$ cat src/rtl/split4.sv
// split4: packs a stream of IN_WIDTH-bit words into groups of up to four
// output lanes. A group closes on its fourth word or on s_last, and is
// presented as a registered, ready/valid-handshaked output group.
module split4 #(
  parameter int IN_WIDTH = 32
) (
  input  logic                clk,
  input  logic                rst,
  input  logic                s_valid,
  output logic                s_ready,
  input  logic [IN_WIDTH-1:0] s_data,
  input  logic                s_last,
  output logic [IN_WIDTH-1:0] d0_o,
  output logic [IN_WIDTH-1:0] d1_o,
  output logic [IN_WIDTH-1:0] d2_o,
  output logic [IN_WIDTH-1:0] d3_o,
  output logic [2:0]          m_cnt,
  output logic                m_valid,
  input  logic                m_ready
);

  logic [1:0]          cnt_q, cnt_d;
  logic [IN_WIDTH-1:0] buf0_q, buf0_d;
  logic [IN_WIDTH-1:0] buf1_q, buf1_d;
  logic [IN_WIDTH-1:0] buf2_q, buf2_d;
  logic [IN_WIDTH-1:0] d0_q, d0_d;
  logic [IN_WIDTH-1:0] d1_q, d1_d;
  logic [IN_WIDTH-1:0] d2_q, d2_d;
  logic [IN_WIDTH-1:0] d3_q, d3_d;
  logic [2:0]          m_cnt_q, m_cnt_d;
  logic                m_valid_q, m_valid_d;

  logic closing_possible;
  logic accept;
  logic close;

  // Handshake: only a word that would close a group must wait for the
  // output register to be free; s_data never feeds s_ready.
  always_comb begin
    closing_possible = (cnt_q == 2'd3) || s_last;
    s_ready          = !(m_valid_q && !m_ready) || !closing_possible;
    accept           = s_valid && s_ready;
    close            = accept && closing_possible;
  end

  // Next-state: collect words into the buffer, or load the output group on close.
  always_comb begin
    cnt_d     = cnt_q;
    buf0_d    = buf0_q;
    buf1_d    = buf1_q;
    buf2_d    = buf2_q;
    d0_d      = d0_q;
    d1_d      = d1_q;
    d2_d      = d2_q;
    d3_d      = d3_q;
    m_cnt_d   = m_cnt_q;
    m_valid_d = m_valid_q;
    if (close) begin
      // Closing word comes straight from s_data; lanes past it are zeroed.
      d0_d      = (cnt_q == 2'd0) ? s_data : buf0_q;
      d1_d      = (cnt_q == 2'd1) ? s_data : ((cnt_q > 2'd1) ? buf1_q : '0);
      d2_d      = (cnt_q == 2'd2) ? s_data : ((cnt_q == 2'd3) ? buf2_q : '0);
      d3_d      = (cnt_q == 2'd3) ? s_data : '0;
      m_cnt_d   = {1'b0, cnt_q} + 3'd1;
      m_valid_d = 1'b1;
      cnt_d     = 2'd0;
    end else begin
      if (accept) begin
        case (cnt_q)
          2'd0:    buf0_d = s_data;
          2'd1:    buf1_d = s_data;
          default: buf2_d = s_data;
        endcase
        cnt_d = cnt_q + 2'd1;
      end
      if (m_valid_q && m_ready) begin
        m_valid_d = 1'b0;
      end
    end
  end

  // State registers with asynchronous active-low reset.
  always_ff @(posedge clk or negedge rst) begin
    if (!rst) begin
      cnt_q     <= 2'd0;
      buf0_q    <= '0;
      buf1_q    <= '0;
      buf2_q    <= '0;
      d0_q      <= '0;
      d1_q      <= '0;
      d2_q      <= '0;
      d3_q      <= '0;
      m_cnt_q   <= 3'd0;
      m_valid_q <= 1'b0;
    end else begin
      cnt_q     <= cnt_d;
      buf0_q    <= buf0_d;
      buf1_q    <= buf1_d;
      buf2_q    <= buf2_d;
      d0_q      <= d0_d;
      d1_q      <= d1_d;
      d2_q      <= d2_d;
      d3_q      <= d3_d;
      m_cnt_q   <= m_cnt_d;
      m_valid_q <= m_valid_d;
    end
  end

  assign d0_o    = d0_q;
  assign d1_o    = d1_q;
  assign d2_o    = d2_q;
  assign d3_o    = d3_q;
  assign m_cnt   = m_cnt_q;
  assign m_valid = m_valid_q;

endmodule

$ cat config.mk
export PLATFORM = sky130hd
export DESIGN_NAME = split4
export DESIGN_NICKNAME = d
export VERILOG_FILES = /design/src/rtl/split4.sv
export SDC_FILE = /design/constraint.sdc
export NUM_CORES = 1
export LEC_CHECK = 0
export ABC_AREA = 1
export ABC_CLOCK_PERIOD_IN_PS = 6100
export BUFFER_PORTS_ARGS = -buffer_cell sky130_fd_sc_hd__buf_2
export CAP_MARGIN = 40
export CORE_MARGIN = 1
export CORE_UTILIZATION = 61
export DETAILED_ROUTE_END_ITERATION = 10
export GPL_TIMING_DRIVEN = 0
export PLACE_DENSITY = 0.93
export SYNTH_ARGS = -nofsm -noshare
export SYNTH_HDL_FRONTEND = slang
export SYNTH_SLANG_ARGS = --single-unit
$ cat constraint.sdc
create_clock -name clk -period 6.1 [get_ports clk]
set_input_delay 0.305 -clock clk [delete_from_list [all_inputs] [get_ports clk]]
set_output_delay 0.305 -clock clk [all_outputs]
set_load 0.02 [all_outputs]
==> metrics.txt, run 1 <==
# TYPE chip_impl_metric gauge
chip_impl_info{name="result_of_the_run",value="completed"} 1
chip_impl_metric{name="drcViolationCount",unit=""} 0
chip_impl_metric{name="routed-via-count",unit=""} 9797
chip_impl_metric{name="route.detailed.wl_per_inst",unit="um"} 17.8
chip_impl_info{name="element_type_at_the_critical_path_start",value="register"} 1
chip_impl_metric{name="yosysWarningCount",unit=""} 0
chip_impl_metric{name="tritoncts.num_buffers",unit=""} 24
chip_impl_metric{name="drt_iter0_drc",unit=""} 1287
chip_impl_info{name="synth_area_leaders",value="dfrtp_1, nand2_1, nand3_1"} 1
chip_impl_metric{name="postRouteAntennaNets",unit=""} 0
chip_impl_metric{name="grt_max_degree",unit=""} 130
chip_impl_metric{name="max_slew_margin",unit="%"} 48.8
chip_impl_metric{name="ys_seq_area_share",unit="%"} 57.0
chip_impl_info{name="synth_flop_cell",value="dfrtp_1"} 1
chip_impl_metric{name="insertion_delay",unit="ns"} 0.51
chip_impl_info{name="hold_class",value="input pin to register"} 1
chip_impl_metric{name="htree_num_levels",unit=""} 1
chip_impl_metric{name="achievable-frequency",unit="MHz"} 354
chip_impl_metric{name="worstPathRequired",unit="ns"} 6.50
chip_impl_metric{name="core_area",unit="um^2"} 16000
chip_impl_metric{name="worst_pin_slew",unit="ns"} 0.768
chip_impl_metric{name="final-max-slew-violation-count",unit=""} 0
chip_impl_metric{name="power.clock.fraction",unit="%"} 29.2
chip_impl_metric{name="setup_violations",unit=""} 0
chip_impl_metric{name="power.switching",unit="mW"} 1.92
chip_impl_metric{name="vias_in_the_first_global_route",unit=""} 9453
chip_impl_metric{name="grt.total_usage",unit="%"} 36.9
chip_impl_metric{name="die_w",unit="um"} 131
chip_impl_metric{name="p_total",unit="mW"} 5.32
chip_impl_metric{name="netlist_area",unit="um^2"} 10100
chip_impl_metric{name="detailedPlacementHpwl",unit="um"} 19300
chip_impl_metric{name="timing.critical_path.fanout_max",unit=""} 10
chip_impl_info{name="regToRegStartpoint",value="cnt_q[1]$_DFFE_PN0P_"} 1
chip_impl_metric{name="tritoncts_num_sinks",unit=""} 230
chip_impl_metric{name="maxCapViolations",unit=""} 0
chip_impl_metric{name="wire_length_of_the_first_global_routing_pass",unit="um"} 48100
chip_impl_metric{name="rr_worst_depth",unit=""} 10
chip_impl_metric{name="antenna_found_initial",unit=""} 0
chip_impl_metric{name="timing.final.crit_period",unit="ns"} 2.82
chip_impl_metric{name="fin_nets",unit=""} 1518
chip_impl_metric{name="cts_buffer_depth",unit=""} 3
chip_impl_metric{name="finalWeightedCongestion",unit=""} 0.881
chip_impl_info{name="critical_path.endpoint_type",value="register"} 1
chip_impl_metric{name="synth_top_area_share",unit="%"} 57.0
chip_impl_metric{name="drt_wl_total",unit="um"} 30500
chip_impl_metric{name="initial_core_util",unit="%"} 63.1
chip_impl_metric{name="synth_nets",unit=""} 1321
chip_impl_metric{name="synth_enable_flop_cells",unit=""} 0
chip_impl_metric{name="power.internal",unit="mW"} 3.40
chip_impl_metric{name="cellLeakagePower",unit="nW"} 6.90
chip_impl_metric{name="skew",unit="ns"} 0.0121
chip_impl_metric{name="io_buffers",unit=""} 169
chip_impl_metric{name="holdPathStages",unit=""} 3
chip_impl_metric{name="asyncSetResetFlopFracSynth",unit="%"} 100
chip_impl_info{name="hp-start",value="s_data[3]"} 1
chip_impl_info{name="synth_top_cell_by_area",value="dfrtp_1"} 1
chip_impl_metric{name="fin_tns_setup",unit="ns"} 0
chip_impl_info{name="worst_r2r_endpoint",value="buf2_q[21]$_DFFE_PN0P_"} 1
chip_impl_metric{name="dieArea",unit="um^2"} 17100
chip_impl_metric{name="io_pins",unit=""} 170
chip_impl_metric{name="vias_per_cell",unit=""} 5.73
chip_impl_metric{name="filler_cells_inserted",unit=""} 1082
chip_impl_metric{name="final-hold-violation-count",unit=""} 0
chip_impl_metric{name="drive_gt1_share",unit="%"} 18.7
chip_impl_metric{name="final.period_utilization",unit="%"} 46.3
chip_impl_info{name="root_buffer",value="clkbuf_16"} 1
chip_impl_metric{name="chipHeight",unit="um"} 131
chip_impl_metric{name="pwr-share-seq",unit="%"} 42.4
chip_impl_info{name="category_of_the_most_critical_setup_path",value="register to register"} 1
chip_impl_metric{name="overflow",unit=""} 0
chip_impl_info{name="rsz0062_at_grt",value="no"} 1
chip_impl_info{name="post_synth_most_frequent_cells",value="nand2_1, dfrtp_1, nand3_1"} 1
chip_impl_metric{name="ys_ff_latch",unit=""} 230
chip_impl_metric{name="cp_data_arrival_time",unit="ns"} 3.22
chip_impl_metric{name="num_antenna_cells",unit=""} 0
chip_impl_info{name="worst_hold_path.endpoint",value="buf1_q[3]$_DFFE_PN0P_"} 1
chip_impl_metric{name="syn_area_cell",unit="um^2"} 7.88
chip_impl_info{name="synth.most_common_cell",value="nand2_1"} 1
chip_impl_metric{name="power.switching_fraction",unit="%"} 36.1
chip_impl_metric{name="rrSetupSlack",unit="ns"} 3.28
chip_impl_metric{name="post_synth_num_cell_types",unit=""} 17
chip_impl_metric{name="clk_transition_reported_paths",unit="ns"} 0.06
chip_impl_metric{name="post_synth_inst_count",unit=""} 1280
chip_impl_metric{name="layout-area-overhead-vs-synth",unit="%"} 19.9
chip_impl_metric{name="row_count",unit=""} 46
chip_impl_metric{name="power.density",unit="nW/um^2"} 440
chip_impl_metric{name="combinational_power_share",unit="%"} 28.4
chip_impl_metric{name="power.ir.vdd_worst",unit="uV"} 265
chip_impl_metric{name="drtPass1Iterations",unit=""} 7
chip_impl_info{name="tritoncts",value="built"} 1
## worst max path at each step
stage                                    start                      to  slack (ns)  depth (start not counted)
final                     cnt_q[1]$_DFFE_PN0P_  buf2_q[21]$_DFFE_PN0P_        3.28                         10
after floorplan           cnt_q[1]$_DFFE_PN0P_  buf2_q[11]$_DFFE_PN0P_        4.14                          9
after CTS                 cnt_q[1]$_DFFE_PN0P_  buf2_q[21]$_DFFE_PN0P_        3.37                         10
after global routing      cnt_q[1]$_DFFE_PN0P_  buf2_q[21]$_DFFE_PN0P_        3.17                         10
after detailed placement  cnt_q[1]$_DFFE_PN0P_  buf2_q[22]$_DFFE_PN0P_        3.47                         10
after global placement                     rst    d1_o[18]$_DFFE_PN0P_        0.90                          1
## routing by layer
metal	global-route usage (%)	wire length (um)	part of all wire [%]	vias up
met5	0	0	0	-
met4	20.3	1740	5.7	0
met3	7.82	3590	12	165
met2	57.9	13900	45	741
met1	48.4	11300	37	4530
li1	-	-	-	4361
## power by group through the flow
stage / Combinational, mW / Clock, mW / Sequential (mW)
5_1_grt: 1.66 / 1.62 / 2.30
3_5_place_dp: 1.45 / 0 / 2.25
6_report: 1.51 / 1.56 / 2.26
3_3_place_gp: 1.38 / 0 / 2.24
4_1_cts: 1.49 / 1.55 / 2.24
2_1_floorplan: 0.713 / 0 / 2.45
## kinds of logic after synthesis
| group | after synthesis | share of synthesized area (%) |
|---|---|---|
| AO/OA/AOI/OAI | 98 | 4.86 |
| adder cells (fa/ha/maj) | 4 | 0.496 |
| buffers and inverters | 124 | 5.53 |
| flip-flops | 230 | 57.0 |
| AND/OR/NAND/NOR | 824 | 32.1 |
## cell usage in the layout (no fill, tap or decap)
cell type,Yosys,layout
buf_8,0,1
clkinv_4,0,1
clkbuf_16,0,25
buf_4,7,7
inv_2,3,3
nor2_4,1,1
dlygate4sd3_1,0,1
nor2_1,1,1
nor2_2,2,2
clkbuf_8,0,3
inv_1,39,39
nand2_1,721,721
nand2_2,1,1
o21ai_0,90,90
ha_1,4,4
bufinv_16,0,4
clkbuf_1,20,21
clkinv_2,0,8
nand3_2,1,1
buf_16,0,1
buf_2,53,221
dfrtp_1,230,230
nand3_1,97,97
o21ai_1,8,8
buf_1,2,2
## worst max-delay path, cell delays in order (launching register included)
cell and delay [ns]:
dfrtp_1 0.37, clkbuf_1 0.35, clkbuf_1 0.44, inv_1 0.14, ha_1 0.23, buf_2 0.19
nor2_2 0.32, nand2_1 0.25, buf_2 0.24, nand2_1 0.10, nand2_1 0.07
## metrics by stage
step	cell area (um^2)	cells	utilization [%]	hold slack [ns]	setup WS [ns]
2_1_floorplan	10100	1280	-	0.00941	4.14
4_1_cts	12100	1709	75.6	0.0803	3.37
5_1_grt	12100	1709	75.6	0.0882	3.17
6_report	12100	1709	75.6	0.0910	3.28
3_3_place_gp	11200	1665	70.0	0.453	0.903
3_5_place_dp	11200	1666	70.3	0.395	3.47
## final cells by class
cell class | instances | area [um^2] | area share [%]
Clock buffer | 29 | 671 | 5.55
Multi-Input combinational cell | 926 | 3780 | 31.2
Buffer | 82 | 400 | 3.31
Sequential cell | 230 | 5760 | 47.6
Timing Repair Buffer | 171 | 893 | 7.39
Inverter | 42 | 158 | 1.30
Clock inverter | 13 | 169 | 1.40
Tap cell | 216 | 270 | 2.23
## what timing repair did
action                                  4_1_cts  5_1_grt
endpoints found under the setup margin        0        0
setup buffers                                 0        0
hold buffers                                  1        0
endpoints found under the hold margin       101        0
resized for setup                             0        0
## flip-flops by register name (all words and copies together) (netlist names)
register	cells
buf1_q	32
d0_o	32
d3_o	32
m_valid	1
buf2_q	32
buf0_q	32
cnt_q	2
m_cnt	3
d1_o	32
d2_o	32
No activity file was read; power rests on OpenSTA's default activity.
==> run 2: changes to the inputs <==
- ABC_CLOCK_PERIOD_IN_PS: 6100 -> 2300
- CORE_UTILIZATION: 61 -> 51
- PLACE_DENSITY: 0.93 -> 0.83
- clock period: 6.1 -> 2.3 ns (I/O delays scaled with it)
==> metrics.txt, run 2 (same netlist as run 1, synthesis figures left out) <==
# TYPE chip_impl_metric gauge
chip_impl_metric{name="drt_wl_total",unit="um"} 29400
chip_impl_metric{name="routed-via-count",unit=""} 9484
chip_impl_metric{name="die_w",unit="um"} 143
chip_impl_metric{name="global_route_met1_utilization",unit="%"} 39.6
chip_impl_metric{name="p_total",unit="mW"} 13.7
chip_impl_metric{name="critical_path_buf_inv_count",unit=""} 5
chip_impl_metric{name="htree_num_levels",unit=""} 1
chip_impl_metric{name="dieArea",unit="um^2"} 20400
chip_impl_metric{name="max_slew_margin",unit="%"} 59.9
chip_impl_info{name="category_of_the_most_critical_setup_path",value="register to register"} 1
chip_impl_metric{name="vias_per_cell",unit=""} 5.30
chip_impl_metric{name="grtUsageMet2",unit="%"} 47.7
chip_impl_info{name="regToRegStartpoint",value="cnt_q[1]$_DFFE_PN0P_"} 1
chip_impl_metric{name="final_core_util",unit="%"} 64.2
chip_impl_metric{name="fin_nets",unit=""} 1551
chip_impl_metric{name="timing.final.crit_period",unit="ns"} 2.24
chip_impl_info{name="grt-busiest-layer",value="met2"} 1
chip_impl_info{name="startpoint",value="cnt_q[1]$_DFFE_PN0P_"} 1
chip_impl_metric{name="antenna_found_initial",unit=""} 0
chip_impl_metric{name="fin_tns_setup",unit="ns"} 0
chip_impl_info{name="cp_slowest_cell",value="dfrtp_2"} 1
chip_impl_info{name="root_buffer",value="clkbuf_16"} 1
chip_impl_info{name="element_type_at_the_critical_path_start",value="register"} 1
chip_impl_metric{name="postRouteAntennaNets",unit=""} 0
chip_impl_info{name="cpMostUsedCell",value="nand2_1"} 1
chip_impl_metric{name="finalWeightedCongestion",unit=""} 0.858
chip_impl_metric{name="drtPass1Iterations",unit=""} 6
chip_impl_info{name="critical_path.endpoint_type",value="register"} 1
chip_impl_metric{name="skew",unit="ns"} 0.00567
chip_impl_metric{name="overflow",unit=""} 0
chip_impl_metric{name="drive_gt1_share",unit="%"} 18.2
chip_impl_info{name="result_of_the_run",value="completed"} 1
chip_impl_metric{name="worstPathRequired",unit="ns"} 2.74
chip_impl_metric{name="power.ir.vdd_worst",unit="uV"} 677
chip_impl_metric{name="row_count",unit=""} 51
chip_impl_metric{name="final-max-slew-violation-count",unit=""} 0
chip_impl_metric{name="vias_in_the_first_global_route",unit=""} 8997
chip_impl_metric{name="grt_util_met3",unit="%"} 5.06
chip_impl_info{name="rsz0062_at_grt",value="yes"} 1
chip_impl_info{name="timing.critical_path.max_delay_family",value="buffers and inverters"} 1
chip_impl_metric{name="chipHeight",unit="um"} 143
chip_impl_metric{name="power.density",unit="nW/um^2"} 1100
chip_impl_metric{name="wire_length_of_the_first_global_routing_pass",unit="um"} 46700
chip_impl_info{name="layout.cells.most_common_list",value="nand2_1, dfrtp_1, buf_2, nand3_1, o21ai_0"} 1
chip_impl_metric{name="io_buffers",unit=""} 169
chip_impl_metric{name="route.detailed.wl_per_inst",unit="um"} 16.4
chip_impl_info{name="hold_class",value="input pin to asynchronous set/reset pin"} 1
chip_impl_metric{name="io_pins",unit=""} 170
chip_impl_metric{name="num_antenna_cells",unit=""} 0
chip_impl_metric{name="setup_violations",unit=""} 0
chip_impl_metric{name="final.period_utilization",unit="%"} 97.3
chip_impl_metric{name="worst_pin_slew",unit="ns"} 0.602
chip_impl_metric{name="core_area",unit="um^2"} 19400
chip_impl_metric{name="final-hold-violation-count",unit=""} 0
chip_impl_metric{name="tritoncts_num_sinks",unit=""} 230
chip_impl_metric{name="drt_iter0_drc",unit=""} 999
chip_impl_metric{name="cts_buffer_depth",unit=""} 3
chip_impl_metric{name="grt_max_degree",unit=""} 86
chip_impl_metric{name="detailedPlacementHpwl",unit="um"} 19500
chip_impl_metric{name="insertion_delay",unit="ns"} 0.50
chip_impl_metric{name="initial_core_util",unit="%"} 52.0
chip_impl_metric{name="crit_path_largest_cell_delay",unit="ns"} 0.47
chip_impl_info{name="worst_path_cell_chain",value="clkbuf_2, inv_1, ha_1, buf_2, inv_1, buf_2, nand3_1, nand2_1, nand2_1, nand2_1"} 1
chip_impl_metric{name="placement.cell_area",unit="um^2"} 11300
chip_impl_metric{name="grt.total_usage",unit="%"} 29.5
chip_impl_metric{name="clk_transition_reported_paths",unit="ns"} 0.06
chip_impl_metric{name="drcViolationCount",unit=""} 0
chip_impl_metric{name="tritoncts.num_buffers",unit=""} 23
chip_impl_metric{name="cp_data_arrival_time",unit="ns"} 2.68
chip_impl_info{name="tritoncts",value="built"} 1
chip_impl_metric{name="layout-area-overhead-vs-synth",unit="%"} 23.5
chip_impl_metric{name="achievable-frequency",unit="MHz"} 447
chip_impl_metric{name="cellLeakagePower",unit="nW"} 7.01
chip_impl_metric{name="maxCapViolations",unit=""} 0
chip_impl_info{name="mostFrequentLayoutCell",value="nand2_1"} 1
chip_impl_metric{name="layout.cell_area.non_filler",unit="um^2"} 12500
chip_impl_metric{name="timing.critical_path.fanout_max",unit=""} 10
==> run 2: changes by cell type in the layout (fill, tap and decap cells not counted), sizes merged <==
cell         previous run  this run
buf                   232       233
bufinv                  4         1
clkbuf                 49        55
clkinv                  9         3
clkinvlp                0         1
dlygate4sd3             1        35
==> run 2: what timing repair did <==
| item | CTS | global route |
|---|---|---|
| endpoints found under the setup margin | 118 | 36 |
| hold endpoints to repair | 163 | 0 |
| resized for setup | 2 | 2 |
| buffers inserted | 0 | 0 |
| cloned | 0 | 0 |
| hold buffers | 35 | 0 |
==> run 2: cell type report <==
| cell class | instances | area, um^2 |
|---|---|---|
| Buffer | 81 | 398 |
| Clock buffer | 36 | 714 |
| Clock inverter | 5 | 52.6 |
| Fill cell | 1600 | 6940 |
| Inverter | 42 | 158 |
| Multi-Input combinational cell | 926 | 3790 |
| Sequential cell | 230 | 5760 |
| Tap cell | 265 | 332 |
| Timing Repair Buffer | 206 | 1260 |
==> run 2: worst reg2reg max path: cells and delay by family (launching register included) <==
kind | cells | cell delay (ns)
fa+ha+maj | 1 | 0.19
buf+inv | 5 | 1.14
flops | 1 | 0.47
simple gates | 4 | 0.38
==> run 2: final timing paths <==
check	cells after the start	slack [ns]	to
setup / recovery	10	0.06	d1_o[21]$_DFFE_PN0P_
hold / removal	2	0.15	d3_o[0]$_DFFE_PN0P_
setup reg to reg	10	0.06	d1_o[21]$_DFFE_PN0P_
hold reg to reg	2	0.47	d2_o[6]$_DFFE_PN0P_
max in group asynchronous	3	1.35	buf2_q[17]$_DFFE_PN0P_
min in group clk	6	0.17	buf1_q[10]$_DFFE_PN0P_
==> run 2: report_power, final <==
group          switching [mW]  total [mW]  internal [mW]
combinational            2.71        3.96           1.25
clock                    1.53        3.76           2.24
sequential              0.651        5.94           5.29
total                    4.88        13.7           8.78
==> run 2: per-stage QoR <==
step                setup slack, ns  hold WS, ns  std cells
floorplan                     0.341       -0.181       1280
global placement              -2.86        0.412       1714
detailed placement           -0.261        0.101       1716
CTS                          0.0902       0.0986       1791
global route                -0.0398        0.191       1791
finish                       0.0611        0.149       1791
==> run 2: layer usage <==
layer,part of all wire (%),vias up
li1,-,4425
met1,40,4473
met2,47,506
met3,9.5,80
met4,3.8,0
met5,0,-
